<file path="src/rtl/alu_pkg.sv">
// ----------------------------------------------------------------------------
// alu_pkg
// Shared definitions for the ALU requester-side issue controller:
//   - ALU funct codes understood by the ALU
//   - 3-bit state encoding of the issue sequencer
//   - helpers classifying a funct code as legal and/or multi-cycle
// ----------------------------------------------------------------------------
package alu_pkg;

  localparam int FUNCT_W = 12;

  localparam logic [FUNCT_W-1:0] FUNCT_ADD   = 12'h020;
  localparam logic [FUNCT_W-1:0] FUNCT_SUB   = 12'h022;
  localparam logic [FUNCT_W-1:0] FUNCT_MULLO = 12'h018;
  localparam logic [FUNCT_W-1:0] FUNCT_MULHI = 12'h019;
  localparam logic [FUNCT_W-1:0] FUNCT_DIVQ  = 12'h01A;
  localparam logic [FUNCT_W-1:0] FUNCT_DIVR  = 12'h01B;

  typedef enum logic [2:0] {
    ST_IDLE  = 3'd0,
    ST_EXEC  = 3'd1,
    ST_START = 3'd2,
    ST_WAIT  = 3'd3,
    ST_RESP  = 3'd4
  } issue_state_e;

  // Multiply and divide need a start pulse and a wait for alu_ready.
  function automatic logic is_multicycle(input logic [FUNCT_W-1:0] funct);
    return (funct == FUNCT_MULLO) || (funct == FUNCT_MULHI) ||
           (funct == FUNCT_DIVQ)  || (funct == FUNCT_DIVR);
  endfunction

  function automatic logic is_legal(input logic [FUNCT_W-1:0] funct);
    return (funct == FUNCT_ADD) || (funct == FUNCT_SUB) || is_multicycle(funct);
  endfunction

endpackage

</file>
<file path="src/rtl/alu_issue_ctrl.sv">
// ----------------------------------------------------------------------------
// alu_issue_ctrl
// Requester-side sequencer for the ALU, between decode/register-read and
// writeback. Accepts one op per valid/ready handshake, holds funct/operands
// stable on the ALU inputs, pulses alu_start for multi-cycle ops, waits for
// alu_ready (bounded by TIMEOUT), and returns result + tag on a valid/ready
// response port.
//
// Ports:
//   clk, reset          clock, asynchronous active-low reset
//   req_valid/req_ready request handshake
//   req_funct/a/b/tag   operation, operands, destination tag
//   alu_funct/a/b       held operation to the ALU
//   alu_start           one-cycle start pulse for multiply/divide
//   alu_result          ALU result for the current alu_funct
//   alu_ready           multi-cycle result valid
//   rsp_valid/rsp_ready response handshake
//   rsp_data/tag/err    result, tag, illegal-funct or timeout flag
// ----------------------------------------------------------------------------
module alu_issue_ctrl
  import alu_pkg::*;
#(
  parameter int TIMEOUT = 64,
  parameter int TAG_W   = 5
) (
  input  logic             clk,
  input  logic             reset,
  input  logic             req_valid,
  output logic             req_ready,
  input  logic [11:0]      req_funct,
  input  logic [31:0]      req_a,
  input  logic [31:0]      req_b,
  input  logic [TAG_W-1:0] req_tag,
  output logic [11:0]      alu_funct,
  output logic [31:0]      alu_a,
  output logic [31:0]      alu_b,
  output logic             alu_start,
  input  logic [31:0]      alu_result,
  input  logic             alu_ready,
  output logic             rsp_valid,
  input  logic             rsp_ready,
  output logic [31:0]      rsp_data,
  output logic [TAG_W-1:0] rsp_tag,
  output logic             rsp_err
);

  localparam int CNT_W = $clog2(TIMEOUT + 1);
  localparam logic [CNT_W-1:0] CNT_LAST = CNT_W'(TIMEOUT - 1);

  issue_state_e     state_q, state_d;
  logic [11:0]      funct_q, funct_d;
  logic [31:0]      a_q, a_d;
  logic [31:0]      b_q, b_d;
  logic [TAG_W-1:0] tag_q, tag_d;
  logic [31:0]      data_q, data_d;
  logic             err_q, err_d;
  logic [CNT_W-1:0] cnt_q, cnt_d;

  // State and holding registers. The operand/funct registers are only
  // rewritten on accept, so the ALU inputs stay stable between accepts.
  always_ff @(posedge clk or negedge reset) begin
    if (!reset) begin
      state_q <= ST_IDLE;
      funct_q <= '0;
      a_q     <= '0;
      b_q     <= '0;
      tag_q   <= '0;
      data_q  <= '0;
      err_q   <= 1'b0;
      cnt_q   <= '0;
    end else begin
      state_q <= state_d;
      funct_q <= funct_d;
      a_q     <= a_d;
      b_q     <= b_d;
      tag_q   <= tag_d;
      data_q  <= data_d;
      err_q   <= err_d;
      cnt_q   <= cnt_d;
    end
  end

  // Next-state logic. alu_ready is deliberately not looked at in START
  // because it may still be high from the previous operation. In WAIT a
  // ready seen on the last counted cycle beats the timeout.
  always_comb begin
    state_d = state_q;
    funct_d = funct_q;
    a_d     = a_q;
    b_d     = b_q;
    tag_d   = tag_q;
    data_d  = data_q;
    err_d   = err_q;
    cnt_d   = cnt_q;

    unique case (state_q)
      ST_IDLE: begin
        if (req_valid) begin
          funct_d = req_funct;
          a_d     = req_a;
          b_d     = req_b;
          tag_d   = req_tag;
          if (!is_legal(req_funct)) begin
            data_d  = '0;
            err_d   = 1'b1;
            state_d = ST_RESP;
          end else if (is_multicycle(req_funct)) begin
            state_d = ST_START;
          end else begin
            state_d = ST_EXEC;
          end
        end
      end

      ST_EXEC: begin
        data_d  = alu_result;
        err_d   = 1'b0;
        state_d = ST_RESP;
      end

      ST_START: begin
        cnt_d   = '0;
        state_d = ST_WAIT;
      end

      ST_WAIT: begin
        if (alu_ready) begin
          data_d  = alu_result;
          err_d   = 1'b0;
          state_d = ST_RESP;
        end else if (cnt_q == CNT_LAST) begin
          data_d  = '0;
          err_d   = 1'b1;
          state_d = ST_RESP;
        end else begin
          cnt_d = cnt_q + CNT_W'(1);
        end
      end

      ST_RESP: begin
        if (rsp_ready) begin
          state_d = ST_IDLE;
        end
      end

      default: begin
        state_d = ST_IDLE;
      end
    endcase
  end

  assign req_ready = (state_q == ST_IDLE);
  assign alu_start = (state_q == ST_START);
  assign rsp_valid = (state_q == ST_RESP);
  assign alu_funct = funct_q;
  assign alu_a     = a_q;
  assign alu_b     = b_q;
  assign rsp_data  = data_q;
  assign rsp_tag   = tag_q;
  assign rsp_err   = err_q;

endmodule

</file>
<file path="config.mk">
export PLATFORM = sky130hd
export DESIGN_NAME = alu_issue_ctrl
export DESIGN_NICKNAME = d
export VERILOG_FILES = /design/src/rtl/alu_pkg.sv /design/src/rtl/alu_issue_ctrl.sv
export SDC_FILE = /design/constraint.sdc
export NUM_CORES = 1
export LEC_CHECK = 0
export CAP_MARGIN = 20
export CORE_UTILIZATION = 40
export DETAILED_ROUTE_END_ITERATION = 12
export PLACE_DENSITY = 0.77
export SLEW_MARGIN = 15
export SYNTH_ARGS = -nofsm -noshare
export SYNTH_HDL_FRONTEND = slang
export SYNTH_SLANG_ARGS = --single-unit
</file>
<file path="constraint.sdc">
create_clock -name clk -period 4.88 [get_ports clk]
set_input_delay 0.488 -clock clk [delete_from_list [all_inputs] [get_ports clk]]
set_output_delay 0.488 -clock clk [all_outputs]
set_load 0.05 [all_outputs]
</file>
==> impl_metrics.tcl, run 1 <==
set metrics [dict create \
    status "complete, no violations" \
    wl_per_cell_um 18.4 \
    cp_cell_sequence "nand2b_1, nor2_1, clkdlybuf4s50_1" \
    firstDrtPassIters 4 \
    ctsHtreeMaxLevel 4 \
    maxCapViolCount 0 \
    synth_top_family_by_area "multiplexers" \
    muxShareOfSynthArea_pct 23.3 \
    die_w_um 117 \
    finalSetupTns_ns 0 \
    num_vias 3615 \
    min_period_ns 2.95 \
    slowest_stage "clkdlybuf4s50_1" \
    cp.buffers_inverters 1 \
    worstPathRequired_ns 4.39 \
    viasPerCell 4.89 \
    final-hold-violation-count 0 \
    grt_pass1_vias 3770 \
    synth-simple-area-share_pct 3.74 \
    path_delay_family "buffers and inverters" \
    grt_pass1_wl_mm 20.3 \
    rows 41 \
    skew_ns 0.00509 \
    cp-end-kind "output pin" \
    root_buffer "clkbuf_16" \
    yosys-top-cells-area "dfrtp_1 (59%), mux2_4 (23%), a22o_1 (5.3%), buf_12 (3.4%), buf_6 (0.86%)" \
    grt_max_degree 65 \
    ys.flop_type "dfrtp_1" \
    post-route-period-util_pct 60.4 \
    syn_area_per_cell_sq_um 16.7 \
    drtIter0Drc 174 \
    synth-seq-area-share_pct 59.1 \
    grt_use_total_pct 20.2 \
    peakVddDrop_v 0.000241 \
    layout.nets 674 \
    synth_edf_count 0 \
    cp.arrival_ns 2.46 \
    cellPowerDensity_nw_per_um2 510 \
    yosysTopAreaCell "dfrtp_1" \
    clk_latency_ns 0.41 \
    ant_nets 0 \
    maxSlewViolCount 0 \
    antenna_cells 0 \
    synth_cell_types 44 \
    cts_buffers 17 \
    clk_pin_slew_ns 0.05 \
    drc 0 \
    port_buffers 234 \
    tightest_slew_ns 1.06 \
    syn_inst 314 \
    cts_resized 0 \
    ios 235 \
    cts_setup_buffers 0 \
    synth_compound_area_share_pct 8.32 \
    cts_hold_buf 0 \
    core-area_sq_um 12700 \
    nFillCells 972 \
    die_h_um 117 \
    clock_sinks 124 \
    rsz0062_at_grt "no" \
    startpoint_type "flip-flop" \
    gp_congestion 0.780 \
    syn2layout_area_growth_pct 56.4 \
    gr-total-overflow 0 \
    crit_fanout 9 \
    leakage_nw 3.61 \
    setup_viol 0 \
    layout_common_cells "clkdlybuf4s50_1 (233), dfrtp_1 (124), mux2_4 (80), a22o_1 (32), clkbuf_16 (17)" \
    place.detailed.hpwl_mm 9.53 \
    hold_class "in2async" \
    totalWireLength_mm 13.6 \
    max_freq_mhz 339 \
    start_util_pct 41.3 \
    final_common_cell "clkdlybuf4s50_1" \
    ys_warn_count 0 \
    final_util_pct 64.6 \
    synthesis.nets 433 \
    criticalPathCategory "reg2out" \
    drive_gt1_share_pct 22.2 \
    antenna_found_initial 0 \
    clockBufferDepth 2 \
    syn-cell-area_sq_um 5250 \
    synthArstFlopShare_pct 100 \
    netlist.area_leader.share_pct 59.1 \
    die_area_sq_um 13600 \
    ys_seq_elements 124 \
    max_slew_margin_pct 29.1 \
    synth-xor-area-share_pct 0.334 \
    synthAdderAreaFrac_pct 0.238 \
    cts_tree "built" \
    slowest_delay_ns 0.91 \
]
==> registers in the layout (all words and copies together), names as in the netlist <==
| register | cells |
|---|---|
| alu_a | 32 |
| alu_b | 32 |
| alu_funct | 12 |
| cnt_q | 7 |
| rsp_data | 32 |
| rsp_err | 1 |
| rsp_tag | 5 |
| state_q | 3 |
==> through the flow <==
stage	cells	instance area, sq um	worst slack [ns]	power [mW]	hold slack (ns)
final	740	8210	1.93	4.18	0.235
after global routing	740	8210	1.78	4.34	0.297
after CTS	740	8210	1.91	4.22	0.247
after detailed placement	708	7600	2.14	2.93	0.475
after global placement	708	7600	2.21	2.90	0.472
after floorplan	314	5250	2.66	2.39	0.192
==> cell type report <==
class,instances,area (sq um),share of cell area (%)
multi-input cells,168,1890,23.0
repair buffers,239,2380,28.9
inverters,5,18.8,0.229
flip-flops and latches,124,3100,37.8
clock buffers,26,529,6.44
clock inverters,6,80.1,0.975
well taps,172,215,2.62
==> kinds of logic after synthesis <==
logic type	count (synthesis)
AO/OA/AOI/OAI	51
XOR/XNOR	2
adder cells (fa/ha/maj)	1
buffers and inverters	22
flip-flops	124
multiplexers	82
AND/OR/NAND/NOR	32
==> Yosys cell counts (2+ instances only) <==
cell type  number
o211ai_1        3
xor2_1          2
mux2_4         80
inv_1           4
clkbuf_1        3
dfrtp_1       124
nand2_1         7
a21oi_1         3
nand3_1         3
a22o_1         32
buf_12          9
o21ai_0         3
nor2_1          6
buf_6           4
nor3_1          2
==> report_power, final <==
group | total, mW | internal, mW | leakage, nW | switching, mW
Clock | 1.27 | 0.844 | 0.306 | 0.430
Combinational | 1.56 | 0.653 | 1.77 | 0.904
Sequential | 1.35 | 1.22 | 1.53 | 0.130
==> routing by layer <==
| layer | wire length [um] | global-route usage [%] |
|---|---|---|
| met1 | 5310 | 23.0 |
| met4 | 335 | 8.86 |
| met5 | 0 | 0 |
| met3 | 1030 | 7.01 |
| met2 | 6920 | 34.3 |
==> worst paths after layout <==
| check | start | to | slack [ns] | cells past startpoint |
|---|---|---|---|---|
| setup / recovery | state_q[2] | alu_start | 1.93 | 3 |
| hold / removal | reset | alu_a[22] | 0.23 | 2 |
| setup reg to reg | state_q[2] | alu_funct[3] | 2.39 | 4 |
| hold reg to reg | alu_b[14] | alu_b[14] | 0.48 | 1 |
| max in group asynchronous | reset | rsp_data[31] | 4.09 | 2 |
| min in group clk | alu_b[14] | alu_b[14] | 0.48 | 1 |
Note: power is estimated with default switching activity, not from simulation.
==> inputs of run 2 (changes only) <==
==> constraint.sdc (replaced) <==
create_clock -name clk -period 3.01 [get_ports clk]
set_input_delay 0.301 -clock clk [delete_from_list [all_inputs] [get_ports clk]]
set_output_delay 0.301 -clock clk [all_outputs]
set_load 0.05 [all_outputs]
==> run 2 against run 1 <==
Effect of this change: register-to-register slack worse by 1.5 ns; worst hold slack gained 0.26 ns; critical path depth unchanged; clock-buffer cell count down 4; non-clock buffer count grew 3; worst setup slack worse by 1.7 ns; final cell count rose by 0.14%; via count shrank 1.9%; critical path type unchanged; flip-flop and latch count unchanged; combinational power rose by 62%; die area unchanged.
==> impl_metrics.tcl, run 2 (synthesis gave the netlist of run 1 again) <==
set metrics [dict create \
    status "complete, no violations" \
    antenna_cells 0 \
    port_buffers 234 \
    leakage_nw 3.59 \
    rsz0062_at_grt "no" \
    max_slew_margin_pct 51.5 \
    clockBufferDepth 2 \
    critPathLaunch "state_q[2]" \
    cellPowerDensity_nw_per_um2 800 \
    ff2ff_path_depth 4 \
    peakVddDrop_v 0.000337 \
    layout.nets 677 \
    final-hold-violation-count 0 \
    holdCritStartpoint "rsp_ready" \
    hold_class "in2reg" \
    max_freq_mhz 366 \
    root_buffer "clkbuf_16" \
    finalSetupTns_ns 0 \
    ant_nets 0 \
    maxSlewViolCount 0 \
    hold_ws_ns 0.491 \
    syn2layout_area_growth_pct 55.9 \
    drive_gt1_share_pct 22.0 \
    gp_congestion 0.779 \
    die_h_um 117 \
    core-area_sq_um 12700 \
    final_common_cell "clkdlybuf4s50_1" \
    r2r_slack_ns 0.89 \
    post-route-period-util_pct 90.8 \
    rows 41 \
    num_vias 3546 \
    tightest_slew_ns 0.728 \
    die_w_um 117 \
    r2r-end "alu_funct[8]" \
    drc 0 \
    ios 235 \
    slowest_delay_ns 0.91 \
    clock_sinks 124 \
    crit_fanout 9 \
    firstDrtPassIters 4 \
    min_period_ns 2.73 \
    grt_pass1_vias 3852 \
    grt_max_degree 69 \
    clk_latency_ns 0.41 \
    grt_use_total_pct 19.4 \
    clk_pin_slew_ns 0.05 \
    worstPathRequired_ns 2.71 \
    drtIter0Drc 164 \
    holdPathEnd "state_q[2]" \
    r2r_start "state_q[2]" \
    cp-end-kind "output pin" \
    cp_cell_sequence "nand2b_1, nor2_1, clkdlybuf4s50_1" \
    slowest_stage "clkdlybuf4s50_1" \
    antenna_found_initial 0 \
    skew_ns 0.00574 \
    ctsHtreeMaxLevel 4 \
    startpoint_type "flip-flop" \
    grt_pass1_wl_mm 19.8 \
    criticalPathCategory "reg2out" \
    gr-total-overflow 0 \
    layout_common_cells "clkdlybuf4s50_1 (233), dfrtp_1 (124), mux2_4 (80), a22o_1 (32), clkbuf_16 (17)" \
    place.detailed.hpwl_mm 9.56 \
    maxCapViolCount 0 \
    nFillCells 986 \
    cp.buffers_inverters 1 \
    setup_viol 0 \
    start_util_pct 41.3 \
    wl_per_cell_um 17.6 \
    holdPathStages 2 \
    cts_tree "built" \
    cp.arrival_ns 2.43 \
    cts_buffers 17 \
    totalWireLength_mm 13.1 \
    path_delay_family "buffers and inverters" \
    die_area_sq_um 13600 \
    cts_resized 0 \
    viasPerCell 4.79 \
]
run 2: layout make-up:
| cell class | count | area, sq um | area share [%] |
|---|---|---|---|
| clock buffer | 22 | 464 | 5.67 |
| timing repair buffer | 242 | 2430 | 29.6 |
| clock inverter | 8 | 70.1 | 0.856 |
| sequential | 124 | 3100 | 37.9 |
| multi-input combinational | 168 | 1890 | 23.1 |
| tap | 172 | 215 | 2.63 |
| inverter | 5 | 18.8 | 0.229 |
run 2: power by group:
part | internal, mW | switching, mW
combinational | 1.07 | 1.46
clock | 1.16 | 0.677
sequential | 1.98 | 0.196
run 2: worst max path at each step:
stage,depth (start not counted),end
detailed placement,6,rsp_data[8]
floorplan,6,alu_a[0]
CTS,3,alu_start
global route,3,alu_start
global placement,3,alu_start
finish,3,alu_start
run 2: worst reg2reg max path: stages (launching register included):
cell and delay (ns):
dfrtp_1 0.47, nor3_2 0.29, and2_4 0.50, buf_4 0.40, mux2_4 0.34
run 2: per-stage QoR:
stage / setup WS, ns / utilization (%) / power [mW] / cells / instance area [sq um]
after floorplan: 0.790 / - / 3.87 / 314 / 5250
after global placement: 0.798 / 60.1 / 4.71 / 710 / 7640
after detailed placement: 0.731 / 60.1 / 4.75 / 710 / 7640
after CTS: 0.276 / 64.4 / 6.63 / 741 / 8190
after global routing: 0.214 / 64.4 / 6.81 / 741 / 8190
final: 0.276 / 64.4 / 6.55 / 741 / 8190
run 2: repair_timing:
| item | 4_1_cts | 5_1_grt |
|---|---|---|
| setup buffers | 0 | 0 |
| hold buffers | 1 | 0 |
| endpoints found under the hold margin | 56 | 0 |
run 2: layer usage:
layer,vias up,GRT usage (%),part of all wire (%),wire length [um]
li1,1622,-,-,-
met1,1768,22.3,40,5240
met2,137,33.8,51,6720
met4,0,8.27,1.8,236
met3,19,5.76,6.7,871
met5,-,0,0,0
